$ cat config.mk
export PLATFORM = sky130hd
export DESIGN_NAME = toggle_cover_sampler
export DESIGN_NICKNAME = d
export VERILOG_FILES = /design/src/rtl/toggle_cover_sampler.sv
export SDC_FILE = /design/constraint.sdc
export NUM_CORES = 1
export LEC_CHECK = 0
export ABC_AREA = 1
export CAP_MARGIN = 20
export CORE_UTILIZATION = 52
export DETAILED_ROUTE_END_ITERATION = 10
export PLACE_DENSITY_LB_ADDON = 0.2
export RECOVER_POWER = 50
export REMOVE_ABC_BUFFERS = 1
export SYNTH_ARGS = -nofsm -noshare
export SYNTH_HDL_FRONTEND = slang
export SYNTH_SLANG_ARGS = --single-unit
$ cat constraint.sdc
create_clock -name clock -period 3.9 [get_ports clock]
set_input_delay 1.17 -clock clock [delete_from_list [all_inputs] [get_ports clock]]
set_output_delay 1.17 -clock clock [all_outputs]
set_load 0.01 [all_outputs]
$ cat src/rtl/toggle_cover_sampler.sv
// toggle_cover_sampler
//
// Per-bit toggle detector that drives the valid vector of the toggle-coverage
// reporter. Each watched bit is tracked by a small FSM. A full toggle
// (0->1->0 or 1->0->1) produces a one-cycle pulse on that bit's valid lane.
// A saturating counter totals every pulse issued.
//
// Build option:
//   TOGGLE_COVER_ONCE_EN - when defined, a completed bit parks in a sticky
//                          DONE state until clear/reset, so each bit reports
//                          at most once. When undefined, a completed bit
//                          returns to WAIT and every full toggle is reported.
//
// Ports:
//   clock        in            rising-edge clock
//   reset        in            asynchronous active-high reset
//   enable       in            sampling enable; low freezes tracking and disarms
//   clear        in            synchronous restart of states, counter and arming
//   sig          in  [WIDTH]   watched vector, sampled every rising edge
//   valid        out [WIDTH]   registered one-cycle completion pulses
//   toggle_count out [CNT_W]   saturating total of valid pulses
//   bit_state    out [2*WIDTH] per-bit FSM state, bit i at [2i+1:2i]
//                              (0=WAIT 1=HALF_R 2=HALF_F 3=DONE)
//
// Handshake: valid is a fire-and-forget pulse with no ready. A lane is high
// for exactly one cycle after the clock edge that sampled the completing
// value of sig; toggle_count already includes that completion in the same
// cycle.

module toggle_cover_sampler #(
  parameter int WIDTH = 4,
  parameter int CNT_W = 16
) (
  input  logic               clock,
  input  logic               reset,
  input  logic               enable,
  input  logic               clear,
  input  logic [WIDTH-1:0]   sig,
  output logic [WIDTH-1:0]   valid,
  output logic [CNT_W-1:0]   toggle_count,
  output logic [2*WIDTH-1:0] bit_state
);

  localparam logic [1:0] ST_WAIT   = 2'd0;
  localparam logic [1:0] ST_HALF_R = 2'd1;
  localparam logic [1:0] ST_HALF_F = 2'd2;
  localparam logic [1:0] ST_DONE   = 2'd3;

`ifdef TOGGLE_COVER_ONCE_EN
  localparam logic [1:0] ST_AFTER_COMPLETE = ST_DONE;
`else
  localparam logic [1:0] ST_AFTER_COMPLETE = ST_WAIT;
`endif

  localparam int PC_W = $clog2(WIDTH + 1);

  // Saturation compare is done one bit wider than the counter so the sum of
  // the current count and this cycle's popcount cannot overflow silently.
  localparam logic [CNT_W:0] CNT_MAX = {1'b0, {CNT_W{1'b1}}};

  logic [WIDTH-1:0]      prev;
  logic                  armed;
  logic [WIDTH-1:0][1:0] state_q;
  logic [WIDTH-1:0][1:0] state_nxt;
  logic [WIDTH-1:0]      rise;
  logic [WIDTH-1:0]      fall;
  logic [WIDTH-1:0]      comp;
  logic                  detect;
  logic [PC_W-1:0]       pc;
  logic [CNT_W:0]        sum;
  logic [CNT_W-1:0]      cnt_nxt;

  assign bit_state = state_q;

  // Edges are only meaningful once prev holds a sample taken while enabled.
  assign detect = armed & enable;
  assign rise   = sig & ~prev;
  assign fall   = ~sig & prev;

  always_comb begin
    state_nxt = state_q;
    comp      = '0;
    pc        = '0;
    for (int i = 0; i < WIDTH; i++) begin
      if (detect) begin
        case (state_q[i])
          ST_WAIT: begin
            if (rise[i])      state_nxt[i] = ST_HALF_R;
            else if (fall[i]) state_nxt[i] = ST_HALF_F;
          end
          ST_HALF_R: begin
            if (fall[i]) begin
              comp[i]      = 1'b1;
              state_nxt[i] = ST_AFTER_COMPLETE;
            end
          end
          ST_HALF_F: begin
            if (rise[i]) begin
              comp[i]      = 1'b1;
              state_nxt[i] = ST_AFTER_COMPLETE;
            end
          end
          ST_DONE: state_nxt[i] = ST_DONE;
        endcase
      end
      pc = pc + PC_W'(comp[i]);
    end
    sum     = {1'b0, toggle_count} + (CNT_W + 1)'(pc);
    cnt_nxt = (sum > CNT_MAX) ? CNT_MAX[CNT_W-1:0] : sum[CNT_W-1:0];
  end

  always_ff @(posedge clock or posedge reset) begin
    if (reset) begin
      valid        <= '0;
      toggle_count <= '0;
      prev         <= '0;
      armed        <= 1'b0;
      state_q      <= '0;
    end else if (clear) begin
      // Clear wins over enable and over a completion in the same cycle.
      valid        <= '0;
      toggle_count <= '0;
      armed        <= 1'b0;
      state_q      <= '0;
    end else if (!enable) begin
      // Half-toggles survive a disable; disarming makes the next enabled
      // cycle reload prev so edges that happened while frozen are ignored.
      valid <= '0;
      armed <= 1'b0;
    end else begin
      // When not yet armed, detect is low: comp is zero and state/count hold,
      // so this single branch also covers the arming cycle.
      valid        <= comp;
      state_q      <= state_nxt;
      toggle_count <= cnt_nxt;
      prev         <= sig;
      armed        <= 1'b1;
    end
  end

endmodule
==> impl_metrics.yaml <==
synth:
  avgSynthCellArea_sq_um: 7.630
  ys_seq_elements: 33
  syn_inst: 295
  synth_area_sq_mm: 0.002251
  synth_seq_area_share: 0.3669
  synth_cell_types: 29
  synth_warnings: 0
worst_setup_path:
  path_max_fanout: 4
  startpoint_type: "input pin"
  cp.arrival_ps: 3960
  worst-setup-path-type: "input pin to register"
  critPathCaptureType: "register"
  cp.required_ps: 4130
grt:
  grt_max_degree: 34
  grt_antenna_before_repair: 0
  grt_pass1_wl_mm: 9.059
  grt.total_usage: 0.2676
  grt_pass1_vias: 2030
  grt_overflow_total: 0
clock_network:
  clock-sinks: 33
  cts_root_buffer: "clkbuf_8"
  cts_hold_buf: 0
  cts.htree.levels: 2
  cts_made_buffers: 5
  cts.path.max_buffers: 2
  cts.reportedPaths.clkPinSlew_ps: 70
  tritoncts: "done"
  insertion_delay_ps: 290
power:
  p_leak_nw: 1.448
  ir_drop_mv: 0.2903
  powerDensity_mw_per_mm2: 335.8
drt:
  avgViaCountPerCell: 5.355
  detail-route-antenna-nets: 0
  drt_iter0_markers: 130
  wire_per_inst_um: 13.71
  route.detailed.drc: 0
  drt_pass1_iterations: 4
  num_vias: 2174
  finalWirelength_mm: 5.568
layout:
  final_core_util: 0.7345
  final_common_cell: "nand2_1"
  fin_area_sq_mm: 0.003002
  area_delta_synth_final_pct: 33.35
  nets: 387
  num_antenna_cells: 0
  drive_above_1_share: 0.1433
  final_cells: 406
  layout_common_cells: "nand2_1, inv_1, dfrtp_1"
die:
  dieArea_sq_mm: 0.004595
  io-pin-count: 36
  start_util: 0.5508
  rows: 23
  core_sq_mm: 0.004086
  die_x_um: 67.79
  die_h_um: 67.79
placement:
  place_inst: 393
  place_area_sq_mm: 0.002765
  portBuffers: 35
  dp_hpwl_mm: 3.706
  place_congestion: 0.8995
outcome:
  violations: "capacitance limit, slew limit"
  status: "complete, but fails checks"
timing:
  slew_viol_final: 34
  slew_headroom: -0.2006
  finalHoldViolations: 0
  min_period_over_period: 0.9562
  final.min_clock_period_ps: 3729
  finalSetupTns_ps: 0
  tightest_slew_ps: 1801
  setup_viol: 0
  fin_skew_ps: 2.655
  fmax_mhz: 268.2
flow_run:
  drv_cap: 1
min_path:
  hold_path_class: "register to register"
## worst max-delay path, cell delays in order
cell and delay (ps):
clkdlybuf4s50_1 500, nand2_1 80, inv_1 70, a22o_1 130, nand3_1 110, fa_1 490, inv_1 50, fa_2 360
fa_2 400, nand2_4 110, nor2_4 40, nand3_4 120, buf_6 120, o21ai_4 60, a21oi_2 130
## final timing paths
check,from,endpoint,slack [ps],cells after the start
max,sig[0],toggle_count[12],170,15
min,toggle_count[0],toggle_count[0],560,2
max reg2reg,bit_state[5],toggle_count[12],840,15
min reg2reg,toggle_count[0],toggle_count[0],560,2
max in group asynchronous,reset,valid[2],910,3
min in group asynchronous,reset,toggle_count[14],1950,3
## cells in the mapped netlist
cell type	count	share of area
a211oi_1	7	0.023
a21oi_1	11	0.024
a22o_1	1	0.0039
a31oi_1	1	0.0028
buf_6	1	0.0050
bufinv_8	1	0.0078
clkbuf_1	2	0.0033
clkinv_1	1	0.0017
dfrtp_1	33	0.37
fa_1	3	0.027
ha_1	21	0.12
inv_1	42	0.070
nand2_1	75	0.13
nand2_2	1	0.0028
nand3_1	14	0.031
nand3_2	2	0.0089
nand3b_1	1	0.0033
nand4_1	3	0.0083
nor2_1	28	0.047
nor2_2	2	0.0056
nor2_4	1	0.0050
nor3_1	3	0.0067
nor4_1	2	0.0056
o211ai_1	5	0.017
o21ai_0	30	0.067
o21ai_2	1	0.0039
o21bai_1	1	0.0033
xnor2_1	1	0.0039
xor2_1	1	0.0039
## stage by stage
stage | hold slack (ps) | worst slack [ps] | total power, mW
after global placement | 513.9 | -306.7 | 0.6517
after floorplan | 497.1 | 249.3 | 0.5581
final | 555.3 | 170.8 | 1.008
after detailed placement | 527.7 | -412.0 | 0.6614
after CTS | 546.6 | 30.79 | 1.003
after global routing | 580.4 | -7.500 | 1.067
## cells by family after synthesis
kind of cell	share of synthesized area
AND/OR/NAND/NOR	0.2490
AO/OA/AOI/OAI	0.1451
buffers and inverters	0.08783
flip-flops	0.3669
adder cells (fa/ha/maj)	0.1434
XOR/XNOR	0.007784
## final cells by class
type	count	area [sq um]
Clock buffer	7	86.33
Clock inverter	1	30.03
Fill cell	311	1085
Inverter	44	178.9
Multi-Input combinational cell	216	1319
Sequential cell	33	825.8
Tap cell	50	62.56
Timing Repair Buffer	55	499.2
## sequential cells by signal (all words and copies together) (netlist names)
register and flops:
toggle_count 16, valid 4, bit_state 8, prev 4
armed 1
## power breakdown
group	leakage (nW)	switching [mW]	internal (mW)	total [mW]
Clock	0.0585	0.136	0.208	0.345
Combinational	0.942	0.152	0.117	0.269
Sequential	0.447	0.0273	0.367	0.394
Total	1.45	0.316	0.692	1.01
## metal layers
layer | wire (um) | GRT usage | share of wire | up-vias
met1 | 2672 | 0.3668 | 0.48 | 1013
met4 | 68 | 0.1094 | 0.012 | 0
met5 | 0 | 0 | 0 | -
met2 | 2497 | 0.4183 | 0.45 | 80
li1 | - | - | - | 1074
met3 | 329 | 0.04223 | 0.059 | 7
## repair_timing
item,in CTS,in global routing
gates resized for setup,4,31
endpoints found under the setup margin,16,16
pin swaps,1,10
setup buffers,1,3
gates cloned,0,1
(Power assumes the default switching activity.)
